File: config.mk
export PLATFORM = sky130hd
export DESIGN_NAME = bin2bcd_seq
export DESIGN_NICKNAME = d
export VERILOG_FILES = /design/src/rtl/bin2bcd_seq.sv
export SDC_FILE = /design/constraint.sdc
export NUM_CORES = 1
export LEC_CHECK = 0
export ABC_AREA = 1
export BUFFER_PORTS_ARGS = -buffer_cell sky130_fd_sc_hd__buf_4
export CAP_MARGIN = 10
export CORE_MARGIN = 4
export CORE_UTILIZATION = 51
export DETAILED_ROUTE_END_ITERATION = 7
export PLACE_DENSITY_LB_ADDON = 0.1
export SLEW_MARGIN = 20
export SYNTH_ARGS = -nofsm -noshare
export SYNTH_HDL_FRONTEND = slang
export SYNTH_SLANG_ARGS = --single-unit
File: constraint.sdc
create_clock -name CLOCK_50 -period 1.7 [get_ports CLOCK_50]
set_clock_uncertainty 0.15 [all_clocks]
set_input_delay 0.255 -clock CLOCK_50 [delete_from_list [all_inputs] [get_ports CLOCK_50]]
set_output_delay 0.255 -clock CLOCK_50 [all_outputs]
set_load 0.01 [all_outputs]
File: src/rtl/bin2bcd_seq.sv
// Sequential 16-bit binary to 5-digit BCD converter (serial double-dabble, one bit per clock).
// Digits and the leading-zero mask are registered and only change when a conversion completes.
module bin2bcd_seq (
  input  logic        CLOCK_50,
  input  logic        RESET,
  input  logic        start,
  input  logic [15:0] bin,
  output logic        busy,
  output logic        done,
  output logic [3:0]  bcd0,
  output logic [3:0]  bcd1,
  output logic [3:0]  bcd2,
  output logic [3:0]  bcd3,
  output logic [3:0]  bcd4,
  output logic [4:0]  blank
);

  typedef enum logic {IDLE, CONV} state_t;

  state_t      state, state_next;
  logic [35:0] sr, sr_adj, sr_next;
  logic [3:0]  cnt, cnt_next;
  logic        load_result;
  logic [4:0]  blank_next;

  // Add-3 correction on the five BCD fields above the binary operand
  always_comb begin
    sr_adj = sr;
    for (int i = 0; i < 5; i++) begin
      if (sr[16+4*i +: 4] >= 4'd5)
        sr_adj[16+4*i +: 4] = sr[16+4*i +: 4] + 4'd3;
    end
  end

  always_comb begin
    state_next  = state;
    sr_next     = sr;
    cnt_next    = cnt;
    load_result = 1'b0;
    case (state)
      IDLE: begin
        if (start) begin
          sr_next    = {20'b0, bin};
          cnt_next   = 4'd0;
          state_next = CONV;
        end
      end
      CONV: begin
        sr_next  = {sr_adj[34:0], 1'b0};
        cnt_next = cnt + 4'd1;
        if (cnt == 4'd15) begin
          state_next  = IDLE;
          load_result = 1'b1;
        end
      end
      default: state_next = IDLE;
    endcase
  end

  // A digit is blanked when it and every more significant digit are zero
  always_comb begin
    blank_next    = 5'b0;
    blank_next[4] = (sr_next[35:32] == 4'd0);
    blank_next[3] = blank_next[4] && (sr_next[31:28] == 4'd0);
    blank_next[2] = blank_next[3] && (sr_next[27:24] == 4'd0);
    blank_next[1] = blank_next[2] && (sr_next[23:20] == 4'd0);
  end

  always_ff @(posedge CLOCK_50) begin
    if (RESET) begin
      state <= IDLE;
      sr    <= 36'd0;
      cnt   <= 4'd0;
      done  <= 1'b0;
      bcd0  <= 4'd0;
      bcd1  <= 4'd0;
      bcd2  <= 4'd0;
      bcd3  <= 4'd0;
      bcd4  <= 4'd0;
      blank <= 5'b11110;
    end else begin
      state <= state_next;
      sr    <= sr_next;
      cnt   <= cnt_next;
      done  <= load_result;
      if (load_result) begin
        bcd0  <= sr_next[19:16];
        bcd1  <= sr_next[23:20];
        bcd2  <= sr_next[27:24];
        bcd3  <= sr_next[31:28];
        bcd4  <= sr_next[35:32];
        blank <= blank_next;
      end
    end
  end

  assign busy = (state == CONV);

endmodule
==> results of run 1 <==
-- where the power goes --
| group | switching, mW | total (mW) | internal, mW |
|---|---|---|---|
| registers | 0.0164 | 1.59 | 1.57 |
| logic | 0.136 | 0.232 | 0.0962 |
| clock network | 0.581 | 1.23 | 0.654 |
| total | 0.733 | 3.06 | 2.32 |
-- placed cells by master (no fill, tap or decap), types with 2 or more instances in the layout --
cell and instances:
nor2_8 2, nand2_2 15, clkbuf_8 9, dfxtp_2 10, o21ai_1 5, nand3_2 5
nor2_4 5, o21ai_2 10, o21ai_0 22, inv_1 46, nand2_1 102, inv_4 4
nor2_2 7, o211ai_1 5, ha_2 6, a21oi_1 18, nand3_1 55, ha_4 2
dfxtp_1 55, buf_4 90, clkinv_2 3, o21bai_1 2, inv_2 9, nand4_1 4
nor2_1 28, ha_1 3
-- worst max path at each step --
stage,startpoint,endpoint,slack [ns]
finish,sr[24]$_SDFF_PP0_,blank[1]$_SDFFE_PP1P_,-0.03
global route,sr[24]$_SDFF_PP0_,blank[1]$_SDFFE_PP1P_,-0.17
CTS,sr[25]$_SDFF_PP0_,blank[1]$_SDFFE_PP1P_,-0.03
detailed placement,sr[29]$_SDFF_PP0_,blank[1]$_SDFFE_PP1P_,-0.15
global placement,sr[24]$_SDFF_PP0_,blank[1]$_SDFFE_PP1P_,-0.12
floorplan,sr[16]$_SDFF_PP0_,blank[1]$_SDFFE_PP1P_,0.06
-- per-layer routing --
metal  GRT usage [%]  share of wire (%)  vias to the layer above
li1                -                  -                     1603
met1            27.8                 45                     1420
met2            35.1                 48                       84
met3            4.52                5.9                       14
met4            11.1                1.6                        0
met5               0                  0                        -
-- worst max-delay path, delay by kind of cell, from the launching register on --
| kind | cells | cell delay, ns |
|---|---|---|
| flip-flops | 1 | 0.37 |
| AND/OR/NAND/NOR | 10 | 0.91 |
| buffers and inverters | 1 | 0.06 |
| adder cells (fa/ha/maj) | 1 | 0.20 |
-- stage by stage --
step	hold slack, ns	setup WS [ns]	cells	TNS, ns	util, %
final	0.0400	-0.0305	611	-0.0481	69.4
after floorplan	0.182	0.0607	454	0	-
after detailed placement	0.305	-0.152	586	-0.263	62.6
after global routing	0.0397	-0.168	611	-0.469	69.4
after global placement	0.302	-0.120	586	-0.215	62.6
after CTS	0.0285	-0.0268	604	-0.0268	66.6
-- Yosys cell counts, types with 2 or more instances --
library cell	count	area share, %
nor2_1	37	4.2
nor2_8	2	1.2
o21ai_0	26	4.0
ha_1	11	4.2
buf_2	6	0.92
o211ai_1	5	1.1
nand3_2	2	0.61
clkbuf_1	4	0.46
nand2_2	3	0.57
nand2_1	115	13
o21bai_1	2	0.46
nand3_1	58	8.9
nand4_1	4	0.76
dfxtp_1	66	40
a21oi_1	18	2.7
nor2_2	2	0.38
buf_6	5	1.7
o21ai_2	10	2.7
inv_2	6	0.69
inv_1	52	6.0
buf_1	2	0.23
buf_4	4	0.92
-- area by class of cell --
type / count / area (sq um) / share of cell area, %
multi-input combinational: 307 / 1720 / 40.6
inverter: 59 / 231 / 5.47
timing repair buffer: 90 / 676 / 16.0
clock inverter: 4 / 45.0 / 1.07
sequential: 66 / 1340 / 31.6
tap: 75 / 93.8 / 2.22
clock buffer: 10 / 128 / 3.02
-- sequential cells by signal (all words and copies together), names as in the netlist --
signal,count
bcd3,4
blank,4
cnt,4
busy,1
bcd4,4
sr,36
bcd1,4
done,1
bcd0,4
bcd2,4
-- cells by family (layout without fill, tap and decap cells) --
kind of cell,Yosys count,count (layout)
buf+inv,81,163
compound gates,67,67
simple gates,228,228
flops,66,66
fa+ha+maj,11,11
other cells,1,1
-- timing repair --
item,4_1_cts,5_1_grt
hold endpoints to repair,0,0
setup endpoints to repair,6,20
pin swaps,7,20
buffers inserted,4,7
gates resized for setup,21,45
==> results by group, run 1 <==
Outcome
  • Outcome: finished, violations left
  • Failing checks: setup timing

Synth
  • Compound-Gate Fraction of Synth Area: 12.7%
  • Mapped Area: 3280 sq um
  • FF+latch count, synth: 66
  • Sequential share of the synthesized area: 40.3%
  • Largest family of logic cells by synthesized area: simple AND/OR/NAND/NOR gates
  • Simple-Gate Fraction of Synth Area: 31.2%
  • Proportion of synthesized area in mux cells: 0%
  • Syn_nets: 484
  • Gate Count Post-Synth: 454
  • EDFF count, synth: 0
  • Post-synthesis adder-cell area fraction: 4.20%
  • Top FF cell, synth: dfxtp_1
  • Xor/xnor share of the synthesized area: 0%
  • Fraction of registers with async set or reset after synthesis: 0%
  • Synthesized area per cell: 7.22 sq um
  • Synth unique cells: 36
  • Yosys warnings: 0

Min path
  • Worst hold path stage count: 3
  • Hold Path Class: input pin to flip-flop
  • Hold path endpoint: sr[0]$_SDFFE_PP0P_
  • HP Start: bin[0]

Floorplan
  • Die Ht: 88.2 microns
  • Num ports: 46
  • Row count: 28
  • Initial core utilization: 53.8%
  • Die Area: 7780 sq um
  • Total core area: 6100 sq um
  • Die W: 88.2 microns

GRT
  • Remaining Overflow, GRT: 0
  • Number of global-route vias before repair: 2858
  • Largest net degree at the start of global routing: 25
  • Gr usage total: 21.9%
  • Initial antenna violation count: 0
  • First-pass GRT wire length: 13100 microns

Clocking
  • Clock root buffer: clkbuf_8
  • Clock buffer count from CTS: 9
  • Worst-path clk slew: 0.07 ns
  • Clock Latency Late Sink: 0.35 ns
  • CTS tree: yes
  • CTS H-Tree Depth: 3
  • Clock sink count: 66
  • Hold Buf Count CTS: 0
  • Clock Path Buffers: 2

Power and ir drop
  • Peak VDD IR: 0.532 mV
  • Pwr/cell area: 723 nW/um^2
  • Tot Pwr: 3.06 mW
  • Static Leak: 2.04 nW

Route
  • Vias post-DR: 3121
  • Drt total wl: 8240 microns
  • Number of DRC markers in iteration 0: 139
  • Via density per instance: 5.11
  • Wire length per cell: 13.5 microns
  • # DRC: 0
  • Post-route ant nets: 0
  • Drt first pass iters: 4

Critical path
  • Reg2Reg Setup Slack: -0.03 ns
  • Worst Path Arrival: 1.88 ns
  • Largest stage delay, worst path: 0.37 ns
  • CP max stage cell: dfxtp_4
  • Critical path required time: 1.85 ns
  • CP Launch Type: flip-flop
  • RR Startpoint: sr[24]$_SDFF_PP0_
  • Critical-path cell list: inv_2 -> ha_2 -> nor2_1 -> nor2_2 -> nor2_1 -> nand2_1 -> nand2_2 -> nor2_2 -> nand2_2 -> nor2_4 -> nand3_2 -> nand2_1
  • Setup Crit Path Kind: flip-flop to flip-flop
  • CP max FO: 5
  • Reg2reg end: blank[1]$_SDFFE_PP1P_
  • Worst Setup End Kind: flip-flop
  • Reg2Reg Depth: 12

Place
  • Final HPWL DP: 5570 microns
  • Post-DP Area: 3810 sq um
  • Global placer's final weighted congestion: 0.828
  • Buffers added on ports: 44

Final layout
  • Nets: 563
  • Inserted Diodes: 0
  • Share of cells above drive strength 1: 34.0%
  • Final Instance Area: 4230 sq um
  • Area Growth Syn to Fin: 28.9%
  • Fill cells: 540

Flow run
  • Max_cap viols: 0

STA
  • Max-slew violation count: 0
  • Hold Fails Final Rpt: 0
  • Final min period: 1.73 ns
  • Final worst slack: -0.0305 ns
  • Final Setup Violations: 2
  • Maximum clock rate: 578 MHz
  • RSZ-0062 raised after global routing: true
  • Final period utilization: 102%
Note: power is estimated with default switching activity, not from simulation.
==> run 2: changes to the inputs <==
--- a/config.mk
+++ b/config.mk
@@ -11,6 +11,7 @@
 export CORE_MARGIN = 4
 export CORE_UTILIZATION = 51
 export DETAILED_ROUTE_END_ITERATION = 7
+export HOLD_SLACK_MARGIN = 0.1
 export PLACE_DENSITY_LB_ADDON = 0.1
 export SLEW_MARGIN = 20
 export SYNTH_ARGS = -nofsm -noshare
==> results by group, run 2 (same netlist as run 1, synthesis figures left out) <==
Critical path
  • CP max stage cell: dfxtp_2
  • Crit path depth: 13
  • CP delay by family, top: simple AND/OR/NAND/NOR gates
  • Worst Setup End Kind: flip-flop
  • Top cell by count, worst path: nand2_2
  • Largest stage delay, worst path: 0.34 ns
  • Worst Path Arrival: 1.87 ns
  • Critical path required time: 1.84 ns
  • Critical-path cell list: inv_4 -> ha_4 -> nand2_4 -> nand2_2 -> nor2_2 -> nor2_1 -> nand2_1 -> nand2_2 -> nor2_2 -> nand2_2 -> nor2_4 -> nand3_2 -> nand2_1
  • Critical path buffers and inverters: 1
  • Reg2Reg Depth: 13
  • CP max FO: 5
  • CP Launch Type: flip-flop
  • Setup Crit Path Kind: flip-flop to flip-flop

Outcome
  • Outcome: finished, violations left
  • Failing checks: setup timing

Power and ir drop
  • Pwr/cell area: 706 nW/um^2
  • Static Leak: 2.09 nW
  • Peak VDD IR: 0.532 mV

Clocking
  • CTS H-Tree Depth: 3
  • Worst-path clk slew: 0.07 ns
  • Clock root buffer: clkbuf_8
  • Clock Path Buffers: 2
  • Clock buffer count from CTS: 9
  • Clock Latency Late Sink: 0.34 ns
  • Clock sink count: 66
  • CTS tree: yes

Final layout
  • Post-layout util: 71.5%
  • Share of cells above drive strength 1: 33.2%
  • Fill cells: 523
  • Inserted Diodes: 0
  • Largest register FFs: 36
  • Most frequent cells in the layout: nand2_1, buf_4, nand3_1, dfxtp_1, inv_1
  • Area Growth Syn to Fin: 32.9%
  • Commonest non-fill, non-tap cell in the layout: nand2_1
  • Register bank with the most flops: sr
  • Finished Layout Cells: 624
  • Nets: 576

Route
  • # DRC: 0
  • Drt total wl: 8340 microns
  • Post-route ant nets: 0
  • Number of DRC markers in iteration 0: 132
  • Via density per instance: 5.09
  • Drt first pass iters: 4
  • Wire length per cell: 13.4 microns
  • Vias post-DR: 3179

Floorplan
  • Initial core utilization: 53.8%
  • Num ports: 46
  • Row count: 28
  • Die Area: 7780 sq um
  • Die W: 88.2 microns
  • Die Ht: 88.2 microns
  • Total core area: 6100 sq um

STA
  • Max-slew violation count: 0
  • Final worst slack: -0.0317 ns
  • Final period utilization: 102%
  • Final Setup Violations: 2
  • RSZ-0062 raised after global routing: true
  • Maximum clock rate: 577 MHz
  • Final min period: 1.73 ns
  • Hold Fails Final Rpt: 0

Min path
  • Hold Path Class: input pin to flip-flop
  • Worst hold path stage count: 5

GRT
  • Initial antenna violation count: 0
  • First-pass GRT wire length: 13500 microns
  • Number of global-route vias before repair: 2934
  • Largest net degree at the start of global routing: 25
  • Gr usage total: 22.5%
  • Remaining Overflow, GRT: 0

Place
  • Buffers added on ports: 44
  • Global placer's final weighted congestion: 0.828
  • Final HPWL DP: 5570 microns
  • Placed Cells: 586

Flow run
  • Max_cap viols: 0
-- run 2: what timing repair did --
action,CTS,global route
pin swaps,7,20
gates resized for setup,21,45
hold buffers,13,0
buffers inserted,4,7
endpoints found under the hold margin,19,0
setup endpoints to repair,6,20
-- run 2: per-stage QoR --
step           cell area, sq um  hold WS, ns  total power, mW  setup TNS, ns  setup slack (ns)
6_report                   4360        0.120             3.08        -0.0502           -0.0317
5_1_grt                    4360        0.144             3.21         -0.469            -0.168
4_1_cts                    4190        0.109             3.11        -0.0268           -0.0268
3_5_place_dp               3810        0.305             1.85         -0.263            -0.152
3_3_place_gp               3810        0.302             1.85         -0.215            -0.120
2_1_floorplan              3280        0.182             1.77              0            0.0607
-- run 2: worst min-delay path, delay by kind of cell --
kind / cells / cell delay (ns)
AND/OR/NAND/NOR: 2 / 0.12
buffers and inverters: 2 / 0.12
AO/OA/AOI/OAI: 1 / 0.09
-- run 2: routing by layer --
layer / share of wire (%) / up-vias / GRT usage (%)
met5: 0 / - / 0
met4: 1.8 / 0 / 11.1
met3: 5.6 / 13 / 4.61
met2: 49 / 91 / 36.7
met1: 44 / 1444 / 28.1
li1: - / 1631 / -
-- run 2: cell type report --
type / count / area, sq um / area share (%)
Clock buffer: 10 / 128 / 2.93
Clock inverter: 4 / 45.0 / 1.03
Inverter: 59 / 231 / 5.31
Multi-Input combinational cell: 307 / 1720 / 39.4
Sequential cell: 66 / 1340 / 30.7
Tap cell: 75 / 93.8 / 2.15
Timing Repair Buffer: 103 / 806 / 18.5
-- run 2: power by group --
part	switching [mW]	leakage [nW]	internal, mW
Sequential	0.0165	0.540	1.57
Combinational	0.140	1.46	0.116
Clock	0.578	0.0918	0.654
-- run 2: final timing paths --
check	from	slack (ns)	to
max	sr[25]$_SDFF_PP0_	-0.03	blank[1]$_SDFFE_PP1P_
min	bin[5]	0.12	sr[5]$_SDFFE_PP0P_
min reg2reg	sr[0]$_SDFFE_PP0P_	0.31	sr[0]$_SDFFE_PP0P_
max reg2reg	sr[25]$_SDFF_PP0_	-0.03	blank[1]$_SDFFE_PP1P_
